--- config.mk ---
export PLATFORM = sky130hd
export DESIGN_NAME = vend_ctrl_multi_flat
export DESIGN_NICKNAME = d
export VERILOG_FILES = /design/src/rtl/vend_if.sv /design/src/rtl/vend_ctrl_multi.sv /design/src/flat_wrapper.sv
export SDC_FILE = /design/constraint.sdc
export NUM_CORES = 1
export LEC_CHECK = 0
export ABC_AREA = 1
export CAP_MARGIN = 15
export CORE_MARGIN = 2
export CORE_UTILIZATION = 55
export DETAILED_ROUTE_END_ITERATION = 16
export GPL_ROUTABILITY_DRIVEN = 0
export GPL_TIMING_DRIVEN = 0
export PLACE_DENSITY = 0.91
export SLEW_MARGIN = 20
export SYNTH_ARGS = -nofsm -noshare
export SYNTH_HDL_FRONTEND = slang
export SYNTH_SLANG_ARGS = --single-unit
--- constraint.sdc ---
create_clock -name CLK -period 3.1 [get_ports CLK]
set_input_delay 0.62 -clock CLK [delete_from_list [all_inputs] [get_ports CLK]]
set_output_delay 0.62 -clock CLK [all_outputs]
set_load 0.01 [all_outputs]
--- src/rtl/vend_if.sv ---
// -----------------------------------------------------------------------------
// vend_if
// Bundles the vending controller's front-panel / dispenser signals.
//   master : board side (debouncers drive coins, selection, cancel, restock;
//            dispenser drivers consume give/change/reject/status)
//   slave  : vend_ctrl_multi side
// Signals:
//   N, D, Q        coin pulses (1, 2, 5 nickel units)
//   sel            one-hot product selection pulse
//   cancel         refund request pulse
//   restock        reload every stock counter
//   give           one-hot dispense pulse
//   change_nickel  eject one nickel this cycle
//   coin_reject    inserted coin returned
//   credit         current credit in nickels
//   sold_out       per-channel empty flags
//   busy           controller is vending or paying out change
// -----------------------------------------------------------------------------
interface vend_if #(
    parameter int NUM_ITEMS = 2,
    parameter int CREDIT_W  = 5
);
    logic                 N;
    logic                 D;
    logic                 Q;
    logic [NUM_ITEMS-1:0] sel;
    logic                 cancel;
    logic                 restock;
    logic [NUM_ITEMS-1:0] give;
    logic                 change_nickel;
    logic                 coin_reject;
    logic [CREDIT_W-1:0]  credit;
    logic [NUM_ITEMS-1:0] sold_out;
    logic                 busy;

    modport master (
        output N, D, Q, sel, cancel, restock,
        input  give, change_nickel, coin_reject, credit, sold_out, busy
    );

    modport slave (
        input  N, D, Q, sel, cancel, restock,
        output give, change_nickel, coin_reject, credit, sold_out, busy
    );
endinterface

--- src/rtl/vend_ctrl_multi.sv ---
// -----------------------------------------------------------------------------
// vend_ctrl_multi
// Multi-channel vending controller. Coins accumulate into a saturating credit
// register (nickel units); a one-hot selection with enough credit and stock
// dispenses one item, after which the leftover credit is paid back one nickel
// per cycle. Cancel refunds the whole credit the same way. Restock reloads all
// per-channel stock counters.
// Ports:
//   CLK    system clock, rising edge
//   reset  asynchronous, active-low reset
//   bus    vend_if.slave (coins/sel/cancel/restock in; give/change/reject/
//          credit/sold_out/busy out, all registered or register-decoded)
// -----------------------------------------------------------------------------
module vend_ctrl_multi #(
    parameter int NUM_ITEMS  = 2,
    parameter int CREDIT_W   = 5,
    parameter int MAX_CREDIT = 20,
    parameter int PRICE      = 9,
    parameter int STOCK_W    = 4,
    parameter int STOCK_MAX  = 10
) (
    input  logic   CLK,
    input  logic   reset,
    vend_if.slave  bus
);

    typedef enum logic [1:0] {
        IDLE   = 2'd0,
        CREDIT = 2'd1,
        VEND   = 2'd2,
        CHANGE = 2'd3
    } state_t;

    localparam logic [CREDIT_W-1:0] PRICE_C    = CREDIT_W'(PRICE);
    localparam logic [CREDIT_W:0]   MAX_C      = (CREDIT_W+1)'(MAX_CREDIT);
    localparam logic [STOCK_W-1:0]  STOCK_FULL = STOCK_W'(STOCK_MAX);

    // Value of a single coin; only meaningful when exactly one pulse is high.
    function automatic logic [CREDIT_W:0] coin_value(input logic n, input logic d);
        if (n)      return (CREDIT_W+1)'(1);
        else if (d) return (CREDIT_W+1)'(2);
        else        return (CREDIT_W+1)'(5);
    endfunction

    state_t                              state_q,  state_d;
    logic [CREDIT_W-1:0]                 credit_q, credit_d;
    logic [NUM_ITEMS-1:0][STOCK_W-1:0]   stock_q,  stock_d;
    logic [NUM_ITEMS-1:0]                give_q,   give_d;
    logic                                change_q, change_d;
    logic                                reject_q, reject_d;

    logic [NUM_ITEMS-1:0] sold_out;
    logic                 coin_any;
    logic                 coin_multi;
    logic [CREDIT_W:0]    credit_sum;
    logic                 sel_ok;

    always_comb begin
        for (int i = 0; i < NUM_ITEMS; i++) begin
            sold_out[i] = (stock_q[i] == '0);
        end
    end

    assign coin_any   = bus.N | bus.D | bus.Q;
    assign coin_multi = (bus.N & bus.D) | (bus.N & bus.Q) | (bus.D & bus.Q);
    assign credit_sum = {1'b0, credit_q} + coin_value(bus.N, bus.D);

    // A selection of an empty channel, or any non one-hot pattern, is ignored.
    assign sel_ok = $onehot(bus.sel) && (credit_q >= PRICE_C) &&
                    ((bus.sel & ~sold_out) != '0);

    always_comb begin
        state_d  = state_q;
        credit_d = credit_q;
        stock_d  = stock_q;
        give_d   = '0;
        change_d = 1'b0;
        reject_d = 1'b0;

        unique case (state_q)
            IDLE, CREDIT: begin
                if (bus.cancel && (state_q == CREDIT)) begin
                    // Refund: the first nickel leaves on entry to CHANGE.
                    state_d  = CHANGE;
                    credit_d = credit_q - CREDIT_W'(1);
                    change_d = 1'b1;
                    reject_d = coin_any;
                end else if (sel_ok) begin
                    state_d  = VEND;
                    give_d   = bus.sel;
                    credit_d = credit_q - PRICE_C;
                    reject_d = coin_any;
                    for (int i = 0; i < NUM_ITEMS; i++) begin
                        if (bus.sel[i]) stock_d[i] = stock_q[i] - STOCK_W'(1);
                    end
                end else if (coin_any) begin
                    if (!coin_multi && (credit_sum <= MAX_C)) begin
                        credit_d = credit_sum[CREDIT_W-1:0];
                        state_d  = CREDIT;
                    end else begin
                        reject_d = 1'b1;
                    end
                end
            end

            VEND: begin
                reject_d = coin_any;
                if (credit_q != '0) begin
                    state_d  = CHANGE;
                    credit_d = credit_q - CREDIT_W'(1);
                    change_d = 1'b1;
                end else begin
                    state_d  = IDLE;
                end
            end

            CHANGE: begin
                // Each pulse is paired with its decrement, so the cycle that
                // sees credit == 0 has already paid the last nickel.
                reject_d = coin_any;
                if (credit_q != '0) begin
                    credit_d = credit_q - CREDIT_W'(1);
                    change_d = 1'b1;
                end else begin
                    state_d  = IDLE;
                end
            end

            default: state_d = IDLE;
        endcase

        // Restock overrides any same-cycle decrement.
        if (bus.restock) begin
            stock_d = {NUM_ITEMS{STOCK_FULL}};
        end
    end

    always_ff @(posedge CLK or negedge reset) begin
        if (!reset) begin
            state_q  <= IDLE;
            credit_q <= '0;
            stock_q  <= {NUM_ITEMS{STOCK_FULL}};
            give_q   <= '0;
            change_q <= 1'b0;
            reject_q <= 1'b0;
        end else begin
            state_q  <= state_d;
            credit_q <= credit_d;
            stock_q  <= stock_d;
            give_q   <= give_d;
            change_q <= change_d;
            reject_q <= reject_d;
        end
    end

    assign bus.give          = give_q;
    assign bus.change_nickel = change_q;
    assign bus.coin_reject   = reject_q;
    assign bus.credit        = credit_q;
    assign bus.sold_out      = sold_out;
    assign bus.busy          = (state_q == VEND) || (state_q == CHANGE);

endmodule

--- src/flat_wrapper.sv ---
// flat-port wrapper written by rule: the top's interface ports become plain ports
module vend_ctrl_multi_flat 
#(
    parameter int NUM_ITEMS  = 2,
    parameter int CREDIT_W   = 5,
    parameter int MAX_CREDIT = 20,
    parameter int PRICE      = 9,
    parameter int STOCK_W    = 4,
    parameter int STOCK_MAX  = 10
)
  (CLK, reset, bus_N, bus_D, bus_Q, bus_sel, bus_cancel, bus_restock, bus_give, bus_change_nickel, bus_coin_reject, bus_credit, bus_sold_out, bus_busy);
  vend_if #(.NUM_ITEMS(NUM_ITEMS), .CREDIT_W(CREDIT_W)) bus_i ();
  input  logic CLK;
  input  logic reset;
  input wire logic [$bits(bus_i.N)-1:0] bus_N;
  input wire logic [$bits(bus_i.D)-1:0] bus_D;
  input wire logic [$bits(bus_i.Q)-1:0] bus_Q;
  input wire logic [$bits(bus_i.sel)-1:0] bus_sel;
  input wire logic [$bits(bus_i.cancel)-1:0] bus_cancel;
  input wire logic [$bits(bus_i.restock)-1:0] bus_restock;
  output wire logic [$bits(bus_i.give)-1:0] bus_give;
  output wire logic [$bits(bus_i.change_nickel)-1:0] bus_change_nickel;
  output wire logic [$bits(bus_i.coin_reject)-1:0] bus_coin_reject;
  output wire logic [$bits(bus_i.credit)-1:0] bus_credit;
  output wire logic [$bits(bus_i.sold_out)-1:0] bus_sold_out;
  output wire logic [$bits(bus_i.busy)-1:0] bus_busy;
  assign bus_i.N = bus_N;
  assign bus_i.D = bus_D;
  assign bus_i.Q = bus_Q;
  assign bus_i.sel = bus_sel;
  assign bus_i.cancel = bus_cancel;
  assign bus_i.restock = bus_restock;
  assign bus_give = bus_i.give;
  assign bus_change_nickel = bus_i.change_nickel;
  assign bus_coin_reject = bus_i.coin_reject;
  assign bus_credit = bus_i.credit;
  assign bus_sold_out = bus_i.sold_out;
  assign bus_busy = bus_i.busy;
  vend_ctrl_multi #(.NUM_ITEMS(NUM_ITEMS), .CREDIT_W(CREDIT_W), .MAX_CREDIT(MAX_CREDIT), .PRICE(PRICE), .STOCK_W(STOCK_W), .STOCK_MAX(STOCK_MAX)) u_core (.CLK(CLK), .reset(reset), .bus(bus_i));
endmodule
==> results.md, run 1 <==
- CTS-repair resized insts: 0
- Max stage delay cell, worst path: clkdlybuf4s50_1
- CP Data Arrival Time: 2.85 ns
- Max Fclk: 0.376 GHz
- R2r endpoint: u_core.bus.credit[2]
- Gate Count Post-Synth: 196
- Final TNS setup: 0 ns
- Hold Fails Final Rpt: 0
- Routed WL: 2.87 mm
- Post-Synthesis Cell Area: 1450 um2
- CTS Buffer Depth: 2
- Clk pin slew, worst setup/hold paths: 0.09 ns
- GRT busiest layer: met2
- Post-Route Skew: 0.0115 ns
- Warning count from the yosys run: 0
- Core Footprint: 2480 um2
- Critical path endpoint category: flip-flop
- CP Launch Point: bus_N
- Slew Limit Fails: 0
- Final Util: 69.0%
- Max_cap viols: 0
- CP Capture Point: u_core.bus.credit[2]
- Critical Path RT: 3.29 ns
- Largest net degree at the start of global routing: 20
- Syn nets: 215
- HP Start: u_core.state_q[0]
- Fill cell total of the finished layout: 209
- CTS Hold Buffers Added: 0
- Met2 Use GR: 35.7%
- Syn Area/Cell: 7.38 um2
- Placed Instances: 246
- Die W: 55.3 um
- CTS tree: done
- Clk root buf: clkbuf_4
- Non-Filler Instances: 250
- Flops & latches, synth: 19
- First-pass GRT wire length: 5.13 mm
- Final net count: 240
- CP peak stage delay: 0.49 ns
- Ant. Diodes: 0
- Tcrit/Tclk final: 85.8%
- Slew margin rel.: 45.0%
- Vias: 1273
- Post-DP HPWL: 2.30 mm
- R2R Setup Slk: 0.98 ns
- DRT iter0 DRCs: 22
- Cell area after layout: 1710 um2
- Post-route ant nets: 0
- CP Depth: 15
- WP buf/inv: 3
- # Post-CTS Setup Buffers: 0
- DRC: 0
- GR Util met1: 25.8%
- Layout cells sized above 1: 15.5%
- CTS Buf Count: 3
- Row cnt: 18
- Seq/Total Area, Yosys: 33.2%
- Vias in the first global route: 1230
- Antenna violations before repair: 0
- Pwr dens: 815 nW/um2
- IO Port Bufs: 20
- CP startpoint kind: primary input
- Worst Tran Pin Value: 0.823 ns
- Syn-to-layout area delta: 18.3%
- Wirelength per Cell: 11.5 um
- Clock sink count: 19
- I/O pin total: 21
- Total power: 1.39 mW
- Placed inst area: 1680 um2
- GRT Util Overall: 20.7%
- Final setup viols: 0
- Critical path's top delay family: simple AND/OR/NAND/NOR gates
- Grt ovf: 0
- Crit-path cells: clkdlybuf4s50_1, nor2_1, inv_1, ha_1, inv_1, fa_1, nand3b_1, nand3_1, nand2_1, nand2_1, nand3_1, nand2_4, nand2_4, nand2_1, nand2_1
- R2r worst-path depth: 12
- Via/cell ratio: 5.09
- Status: completed
- GRT met3 Usage: 5.15%
- Die height: 55.3 um
- VDD IR max: 0.684 mV
- RSZ-0062 raised after global routing: no
- Number of distinct library cells after synthesis: 26
- Hold crit path type: reg2reg
- Die ar.: 3060 um2
- Worst-skew pair later-pin latency: 0.31 ns
- Pre-antenna DRT Iters: 4
- Starting density of the core: 58.4%
- Pleak: 0.896 nW
- Period minus WS final: 2.66 ns
- Kind of critical path: in2reg
- Worst r2r src: u_core.bus.credit[0]
- Cell mode on critical path: nand2_1
- H-tree levels: 1
- Crit path max fanout: 7
## through the flow
stage               hold WS (ns)  worst slack, ns
CTS                        0.504            0.437
global placement           0.472            0.199
global route               0.550            0.219
detailed placement         0.480            0.121
finish                     0.500            0.439
floorplan                  0.324            0.856
## cells in the final DEF (no fill, tap or decap), drive strengths merged
cell and instances:
clkdlybuf4s50 20, nand3b 2, o21ai 13, clkinv 1, nand3 30, dfstp 4, nor2 12, ha 9
a21oi 4, nor3 1, clkbuf 5, inv 36, fa 1, xor2 1, buf 1, xnor2 2
dfrtp 15, nand2 60, nand4 3
## worst min path at each step
stage,slack [ns],end,depth (start not counted)
6_report,0.50,u_core.state_q[0],2
5_1_grt,0.55,u_core.stock_q[7],2
4_1_cts,0.50,u_core.state_q[0],2
3_5_place_dp,0.48,u_core.state_q[0],2
3_3_place_gp,0.47,u_core.state_q[0],2
2_1_floorplan,0.32,u_core.bus.change_nickel,0
## cell families (layout without fill, tap and decap cells)
family | after synthesis | count (layout) | synth area share, %
xor+xnor | 3 | 3 | 1.82
buf+inv | 39 | 63 | 11.0
flops | 19 | 19 | 33.2
fa+ha+maj | 10 | 10 | 9.17
simple gates | 108 | 108 | 38.9
compound gates | 17 | 17 | 5.88
## routing by layer
layer / vias up / share of wire (%) / wire length [um]
li1: 668 / - / -
met1: 569 / 45 / 1280
met2: 31 / 49 / 1410
met3: 5 / 5.1 / 145
met4: 0 / 1.0 / 30
met5: - / 0 / 0
## where the power goes
| group | switching [mW] | internal (mW) | leakage, nW |
|---|---|---|---|
| registers | 0.0714 | 0.313 | 0.226 |
| clock network | 0.0739 | 0.0503 | 0.0150 |
| logic | 0.520 | 0.366 | 0.655 |
| total | 0.666 | 0.729 | 0.896 |
## Yosys cell counts
cell type	number	area share, %
clkinv_4	1	0.61
ha_1	9	7.8
a21oi_1	4	1.4
o21ai_1	5	1.7
nor3_4	1	1.1
nand3b_1	2	1.0
nand4_2	1	0.86
o21ai_0	8	2.8
dfstp_2	4	7.3
nand2_2	5	2.2
inv_2	7	1.8
clkbuf_1	1	0.26
dfrtp_1	15	26
nand2_4	5	3.9
nor2_1	10	2.6
nand3_2	3	2.1
xnor2_1	2	1.2
nand2_8	1	1.4
buf_6	1	0.78
inv_1	29	7.5
nor2_2	2	0.86
xor2_1	1	0.61
fa_1	1	1.4
nand2_1	49	13
nand4_1	2	0.86
nand3_1	27	9.3
## state kept, by name (all words and copies together), names as in the netlist
signal                    count
u_core.stock_q                8
u_core.bus.credit             5
u_core.bus.give               2
u_core.state_q                2
u_core.bus.change_nickel      1
u_core.bus.coin_reject        1
## area by class of cell
| class | instances | area [um2] | area share, % |
|---|---|---|---|
| inverters | 37 | 144 | 8.41 |
| flip-flops and latches | 19 | 480 | 28.1 |
| plain buffers | 2 | 15.0 | 0.878 |
| repair buffers | 20 | 200 | 11.7 |
| clock buffers | 4 | 26.3 | 1.54 |
| well taps | 30 | 37.5 | 2.19 |
| multi-input cells | 138 | 807 | 47.2 |
## worst min-delay path, stage by stage (launching register included)
cell	delay, ns
dfrtp_1	0.36
o21ai_1	0.07
inv_1	0.05
Power figures use the tool's default switching activity.
==> run 2, diff against run 1 <==
--- a/config.mk
+++ b/config.mk
@@ -13,6 +13,8 @@
 export GPL_ROUTABILITY_DRIVEN = 0
 export GPL_TIMING_DRIVEN = 0
 export PLACE_DENSITY = 0.91
+export RECOVER_POWER = 100
+export REMOVE_ABC_BUFFERS = 1
 export SLEW_MARGIN = 20
 export SYNTH_ARGS = -nofsm -noshare
 export SYNTH_HDL_FRONTEND = slang
==> constraint.sdc (replaced) <==
create_clock -name CLK -period 3.1 [get_ports CLK]
set_input_delay 0.775 -clock CLK [delete_from_list [all_inputs] [get_ports CLK]]
set_output_delay 0.775 -clock CLK [all_outputs]
set_load 0.01 [all_outputs]
==> run 2 against run 1 <==
  * Hold slack better by 0.0040 ns
  * Clock skew down 0.0094 ns
  * Highest routed layer unchanged
  * Maximum frequency decreased by 6.3%
  * Combinational power is 11% lower
==> results.md, run 2 (same netlist as run 1, synthesis figures left out) <==
- Status: completed
- Crit path max fanout: 7
- Final setup viols: 0
- Placed Instances: 244
- Fill cell total of the finished layout: 229
- Tcrit/Tclk final: 91.6%
- CTS Hold Buffers Added: 0
- Most common cell after layout, fill and taps aside: nand2_1
- Routed WL: 2.79 mm
- Kind of critical path: in2reg
- Clk root buf: clkbuf_4
- I/O pin total: 21
- Period minus WS final: 2.84 ns
- Most frequent cells in the layout: nand2_1 (51), inv_1 (31), nand3_1 (28)
- Internal power: 0.684 mW
- First-pass GRT wire length: 5.11 mm
- Vias in the first global route: 1167
- Ant. Diodes: 0
- Sw Ratio: 47.7%
- Die ar.: 3060 um2
- CTS tree: done
- CP Data Arrival Time: 3.04 ns
- Syn-to-layout area delta: 14.1%
- Pleak: 0.896 nW
- Die height: 55.3 um
- Final net count: 238
- Max Fclk: 0.352 GHz
- Hold crit path type: reg2reg
- Vias: 1266
- Worst-skew pair later-pin latency: 0.30 ns
- GRT busiest layer: met2
- Wirelength per Cell: 11.2 um
- Clock sink count: 19
- H-tree levels: 1
- Pwr dens: 793 nW/um2
- Die W: 55.3 um
- CP Launch Point: bus_N
- Met2 Use GR: 31.8%
- GRT met3 Usage: 4.22%
- Row cnt: 18
- Slew margin rel.: 45.5%
- Setup WS post-layout: 0.259 ns
- CTS Buffer Depth: 2
- Via/cell ratio: 5.10
- DRC: 0
- Worst Tran Pin Value: 0.815 ns
- Slew Limit Fails: 0
- GR Util met1: 29.6%
- CTS-repair resized insts: 0
- # Post-CTS Setup Buffers: 0
- Largest Register: u_core.stock_q
- Largest net degree at the start of global routing: 20
- DRT iter0 DRCs: 27
- CP startpoint kind: primary input
- Clock share of power: 9.5%
- Comb power frac: 60.2%
- Hold Fails Final Rpt: 0
- RSZ-0062 raised after global routing: no
- Core Footprint: 2480 um2
- Grt ovf: 0
- IO Port Bufs: 20
- Switching power: 0.625 mW
- Critical Path RT: 3.30 ns
- DP Worst Slack: -0.0449 ns
- Max_cap viols: 0
- Post-route ant nets: 0
- Clk pin slew, worst setup/hold paths: 0.10 ns
- Pre-antenna DRT Iters: 4
- VDD IR max: 0.633 mV
- Critical path endpoint category: flip-flop
- Layout cells sized above 1: 12.4%
- CTS Buf Count: 3
- HP Start: u_core.state_q[0]
- Sequential power share: 30.3%
- Worst r2r src: u_core.stock_q[5]
- Antenna violations before repair: 0
- Max FFs per register: 8
- Post-Route Skew: 0.00204 ns
- Post-DP HPWL: 2.21 mm
- Non-Filler Instances: 248
- Total power: 1.31 mW
- Starting density of the core: 58.4%
- GRT Util Overall: 20.5%
run 2: cell types whose count changed in the layout (fill, tap and decap cells not counted), sizes merged:
cell,delta
clkinv,+1
clkbuf,-2
clkdlybuf4s50,-14
buf,-1
dlygate4sd3,+14
run 2: path summary, 6_finish.rpt:
| path | to | slack (ns) | cells past startpoint |
|---|---|---|---|
| setup / recovery | u_core.bus.credit[1] | 0.26 | 15 |
| hold / removal | u_core.state_q[0] | 0.50 | 2 |
| setup reg to reg | u_core.stock_q[6] | 0.91 | 10 |
| hold reg to reg | u_core.state_q[0] | 0.50 | 2 |
| max in group asynchronous | u_core.stock_q[0] | 1.60 | 1 |
| min in group asynchronous | u_core.bus.coin_reject | 1.00 | 1 |
run 2: routing by layer:
layer  share of wire, %  wire [um]
met1                 49       1370
met2                 47       1310
met3                3.6         99
met4               0.47         13
met5                  0          0
run 2: metrics by stage:
step / instance area (um2) / hold WS (ns) / TNS (ns) / utilization [%]
2_1_floorplan: 1430 / 0.453 / 0 / -
4_1_cts: 1700 / 0.503 / 0 / 68.5
3_5_place_dp: 1670 / 0.478 / -0.228 / 67.4
5_1_grt: 1650 / 0.531 / 0 / 66.6
3_3_place_gp: 1670 / 0.467 / 0 / 67.4
6_report: 1650 / 0.504 / 0 / 66.6
run 2: layout make-up:
class	count	area, um2	area share [%]
tap	30	37.5	2.27
inverter	37	144	8.72
clock buffer	3	22.5	1.36
multi-input combinational	138	761	46.1
timing repair buffer	20	200	12.1
clock inverter	1	5.00	0.303
sequential	19	480	29.1
run 2: power groups by stage:
stage	Clock (mW)	Combinational (mW)	Sequential [mW]
2_1_floorplan	0	0.598	0.408
3_3_place_gp	0	0.820	0.405
3_5_place_dp	0	0.838	0.404
4_1_cts	0.129	0.843	0.401
5_1_grt	0.143	0.899	0.410
6_report	0.124	0.788	0.397
run 2: worst max-delay path, cell delays in order:
cell and delay (ns):
clkdlybuf4s50_1 0.49, nor2_1 0.08, inv_1 0.10, ha_1 0.19
inv_1 0.06, fa_1 0.42, nand3b_1 0.21, nand3_1 0.10
nand2_1 0.07, nand2_1 0.09, nand3_1 0.11, nand2_4 0.13
nand2_4 0.08, nand2_1 0.07, nand2_1 0.05
==> run 3, diff against run 2 <==
--- a/config.mk
+++ b/config.mk
@@ -9,6 +9,7 @@
 export CAP_MARGIN = 15
 export CORE_MARGIN = 2
 export CORE_UTILIZATION = 55
+export CTS_CLUSTER_DIAMETER = 50
 export DETAILED_ROUTE_END_ITERATION = 16
 export GPL_ROUTABILITY_DRIVEN = 0
 export GPL_TIMING_DRIVEN = 0
==> results of run 3 <==
The final DEF is identical to that of run 2; final timing and power are the same.
==> variant 1: new RTL, flow settings as in run 2 <==
`NUM_ITEMS` is set to 2 in 3 places; all go to 4.
--- a/src/rtl/vend_if.sv
+++ b/src/rtl/vend_if.sv
@@ -17,7 +17,7 @@
 //   busy           controller is vending or paying out change
 // -----------------------------------------------------------------------------
 interface vend_if #(
-    parameter int NUM_ITEMS = 2,
+    parameter int NUM_ITEMS = 4,
     parameter int CREDIT_W  = 5
 );
     logic                 N;
--- a/src/rtl/vend_ctrl_multi.sv
+++ b/src/rtl/vend_ctrl_multi.sv
@@ -12,7 +12,7 @@
 //          credit/sold_out/busy out, all registered or register-decoded)
 // -----------------------------------------------------------------------------
 module vend_ctrl_multi #(
-    parameter int NUM_ITEMS  = 2,
+    parameter int NUM_ITEMS  = 4,
     parameter int CREDIT_W   = 5,
     parameter int MAX_CREDIT = 20,
     parameter int PRICE      = 9,
--- a/src/flat_wrapper.sv
+++ b/src/flat_wrapper.sv
@@ -1,7 +1,7 @@
 // flat-port wrapper written by rule: the top's interface ports become plain ports
 module vend_ctrl_multi_flat 
 #(
-    parameter int NUM_ITEMS  = 2,
+    parameter int NUM_ITEMS  = 4,
     parameter int CREDIT_W   = 5,
     parameter int MAX_CREDIT = 20,
     parameter int PRICE      = 9,
Ports: changed (resized bus_give, bus_sel and bus_sold_out); port bits go from 21 to 27. No check against the original RTL was run, so the function may have changed too.
==> variant 1 against run 2 <==
- the run now ends with max-capacitance violations, max-slew violations left
- clock power grew to 2.7 times the old value
- routed wire length grew 38%
- largest cell class unchanged
- worst hold slack got worse by 0.028 ns
- area after synthesis grew 44%
- sequential cell count up 10
- global-route usage fell by 0.76 points
- power grew 32%
- critical path type unchanged
- final area is 50% higher
- setup slack worse by 0.14 ns
- highest routed layer unchanged
- register-to-register slack improved by 0.11 ns
==> variant 1: results (changes against run 2) <==
run_status:
  outcome: "finished with violations"
  violations: "max-capacitance violations, max-slew violations"
yosys:
  synth_commonest_cells: "nand2_1, inv_1, nand3_1"
  syn_avg_cell_area_um2: 7.95  # +7.7%
  synth_fa_ha_area_share_pct: 12.0  # +2.8 points
  synth_cell_types: 32  # +23%
  ys_seq_area_share_pct: 35.3  # +2.1 points
  synth-xor-area-share_pct: 1.68  # -0.13 points
  synthTopCellsByArea: "dfrtp_1, nand2_1, dfstp_2"
  synth-compound-area-share_pct: 8.23  # +2.3 points
worst_setup_path:
  timing.rr.start: "u_core.bus.credit[0]$_DFFE_PN0P_"
  rrSetupSlack_ns: 1.02  # +0.11 ns
  worstPathArrival_ns: 3.15  # +0.11 ns
  r2r_end: "u_core.bus.credit[2]$_DFFE_PN0P_"
  reg2reg_depth: 14  # +4
  cp_slowest_stage_delay_ns: 0.53  # +0.04 ns
  critical_path.startpoint: "bus_sel[1]"
  critPathTopFamily: "adder cells"
cells_and_area:
  nNonClkInverters: 50  # +35%
  regArea_um2: 736  # +53%
  drive_gt1_share_pct: 16.7  # +4.3 points
  num-nonclk-buffers: 26  # +30%
  fin_nets: 322  # +35%
  fill_cells: 281  # +23%
  clock_buffers: 7  # +4
  multiInputGateArea_um2: 1130  # +49%
  largest_register_ffs: 16  # +8
  bufAreaShareNonClock_pct: 10.3  # -1.8 points
timing:
  clock_skew_ns: 0.00686  # +0.00482 ns
  slew_violations: 29  # +29
  min_period_ns: 2.98  # +0.139 ns
  maxSlewHeadroom_pct: -0.0312  # -46 points
  holdWs_ns: 0.477  # -0.0277 ns
clock_tree:
  cts_buffers: 5  # +2
  cts.sinks: 29  # +10
  clockRootBuffer: "clkbuf_8"
  cts.clk_slew.worst_paths_ns: 0.06  # -0.04 ns
hold_path:
  whs_endpoint: "u_core.stock_q[7]$_DFFE_PN1P_"
  hold_start: "u_core.stock_q[7]$_DFFE_PN1P_"
grt:
  grt_pass1_vias: 1585  # +36%
  use_met3_pct: 5.65  # +1.4 points
  grt_usage_pct: 19.7  # -0.76 points
  grt_pass1_wl_um: 6440  # +26%
  met1_usage_pct: 23.0  # -6.6 points
placed_design:
  io_buffer_count: 26  # +30%
  place.detailed.hpwl_um: 2880  # +30%
  pre_cts_slack_ns: -0.172  # -0.127 ns
  place_area_um2: 2390  # +43%
run:
  max-cap-violations: 1  # +1
route:
  wl_met3_um: 100  # +1.0%
  met2_wirelength_um: 1950  # +49%
  wl_met1_um: 1740  # +27%
  via_per_inst: 4.97  # -2.7%
power_and_ir_drop:
  power_density_nw_per_um2: 695  # -12%
  leakage_uw: 0.00132  # +47%
  max-vdd-ir-drop_mv: 0.479  # -24%
variant 1: cell count changes after synthesis, moves of 4 or more:
cell	before	now
inv_1	29	38
nand3_1	27	23
nor2_4	0	4
dfrtp_1	15	21
dfstp_2	4	8
nand2_1	49	62
nor2_8	0	4
a21oi_1	4	13
ha_1	9	16
nor2_1	10	16
variant 1: power breakdown:
| group | switching (uW) | internal [uW] |
|---|---|---|
| sequential | 81.0 | 449 |
| clock | 139 | 200 |
| combinational | 516 | 338 |
| total | 736 | 987 |
variant 1: worst reg2reg max path, stage by stage, from the launching register on:
cell and delay, ns:
dfrtp_1 0.42, ha_1 0.21, inv_1 0.06, fa_1 0.40
nand3b_1 0.19, nand2_1 0.08, nand2_1 0.05, nand2_1 0.07
nand2_1 0.07, nand3_1 0.08, nand2_2 0.07, nand2_4 0.11
inv_2 0.05, nand2_1 0.05, nand2_1 0.05
==> variant 2: new RTL, config.mk and constraints of run 2 <==
Without the edit above. Reset style: synchronous (`reset`), changed in one clocked block. Comments in the files are not updated.
--- a/src/rtl/vend_ctrl_multi.sv
+++ b/src/rtl/vend_ctrl_multi.sv
@@ -135,7 +135,7 @@
         end
     end
 
-    always_ff @(posedge CLK or negedge reset) begin
+    always_ff @(posedge CLK) begin
         if (!reset) begin
             state_q  <= IDLE;
             credit_q <= '0;
Formal check against the unedited RTL: differs if reset is asserted again (counterexample within 4 cycles, from zero or initial values and one cycle with reset low); with reset held inactive, the same outputs for 10 cycles.
==> variant 2 against run 2 <==
- final area decreased by 2.5%
- synthesized cell count is 6.6% higher
- clock power up 5%
- routed wire length grew 9.1%
- fmax fell by 3.3%
- global-route usage is 1.8 points higher
- register-to-register slack worse by 0.12 ns
- final cell count increased by 4.4%
- power up 1.5%
- sequential cell count stayed put
- setup slack worse by 0.098 ns
- area after synthesis is 5.3% lower
- non-clock buffer count unchanged
- largest power group unchanged
==> variant 2: results (changes against run 2) <==
run_status:
  outcome: "finished, final reports clean"
yosys:
  synth_cell_types: 25  # -3.8%
  ys_seq_area_share_pct: 27.8  # -5.5 points
  synth_commonest_cells: "nand2_1, inv_1, nand3_1"
  ys_async_sr_fraction_pct: 0  # -100 points
  synth_flop_cell: "dfxtp_1"
route:
  dr.first_iter.drc_count: 43  # +59%
  wl_met1_um: 1310  # -4.3%
  via_per_inst: 5.36  # +4.9%
  wl_met3_um: 211  # +110%
cells_and_area:
  drive_gt1_share_pct: 11.8  # -0.59 points
  fin_cells: 259  # +4.4%
  fill_cells: 212  # -7.4%
grt:
  met1_usage_pct: 26.7  # -2.9 points
  grt_usage_pct: 22.2  # +1.8 points
  grt_pass1_vias: 1211  # +3.8%
  grt_max_degree: 14  # -30%
  grt_pass1_wl_um: 4750  # -6.9%
placed_design:
  place_area_um2: 1570  # -6.0%
  pre_cts_slack_ns: -0.136  # -0.0911 ns
  dp.cells: 254  # +4.1%
worst_setup_path:
  worstPathArrival_ns: 3.15  # +0.11 ns
  cp_slowest_stage_delay_ns: 0.52  # +0.03 ns
  worstPathMaxFanout: 6  # -1
power_and_ir_drop:
  max-vdd-ir-drop_mv: 0.716  # +13%
clock_tree:
  cts.clk_slew.worst_paths_ns: 0.12  # +0.02 ns
timing:
  clock_skew_ns: 0.00692  # +0.00488 ns
variant 2: cell types whose count changed after synthesis, sizes merged, moves of 2 or more:
cell | before | now
a21oi | 4 | 14
buf | 1 | 4
dfrtp | 15 | 0
dfstp | 4 | 0
dfxtp | 0 | 19
ha | 9 | 7
nand2 | 60 | 56
nand3 | 30 | 32
nor2 | 12 | 22
o21ai | 13 | 8
variant 2: cell type report:
type | instances | area share, %
tap | 30 | 2.33
multi-input combinational | 149 | 50.9
clock inverter | 1 | 0.311
sequential | 19 | 23.6
inverter | 37 | 8.94
timing repair buffer | 20 | 12.4
clock buffer | 3 | 1.40
variant 2: path summary, 6_finish.rpt:
check / cells after the start / slack [ns] / start / to
setup / recovery: 15 / 0.16 / bus_N / u_core.bus.credit[2]$_SDFFE_PN0P_
setup reg to reg: 12 / 0.79 / u_core.bus.credit[0]$_SDFFE_PN0P_ / u_core.bus.credit[2]$_SDFFE_PN0P_
hold / removal: 2 / 0.48 / u_core.stock_q[7]$_SDFFE_PP1P_ / u_core.stock_q[7]$_SDFFE_PP1P_
hold reg to reg: 2 / 0.48 / u_core.stock_q[7]$_SDFFE_PP1P_ / u_core.stock_q[7]$_SDFFE_PP1P_
variant 2: cell families (layout without fill, tap and decap cells):
logic type / count (synthesis) / after routing / synth area share, %
flip-flops: 19 / 19 / 27.8
AO/OA/AOI/OAI: 23 / 23 / 9.13
AND/OR/NAND/NOR: 115 / 116 / 40.6
XOR/XNOR: 2 / 2 / 1.28
adder cells (fa/ha/maj): 8 / 8 / 7.85
buffers and inverters: 42 / 61 / 13.3
variant 2: power breakdown:
part / switching [uW] / internal [uW] / total [uW]
clock: 81.9 / 48.2 / 130
sequential: 73.5 / 296 / 370
combinational: 508 / 321 / 829
total: 663 / 666 / 1330
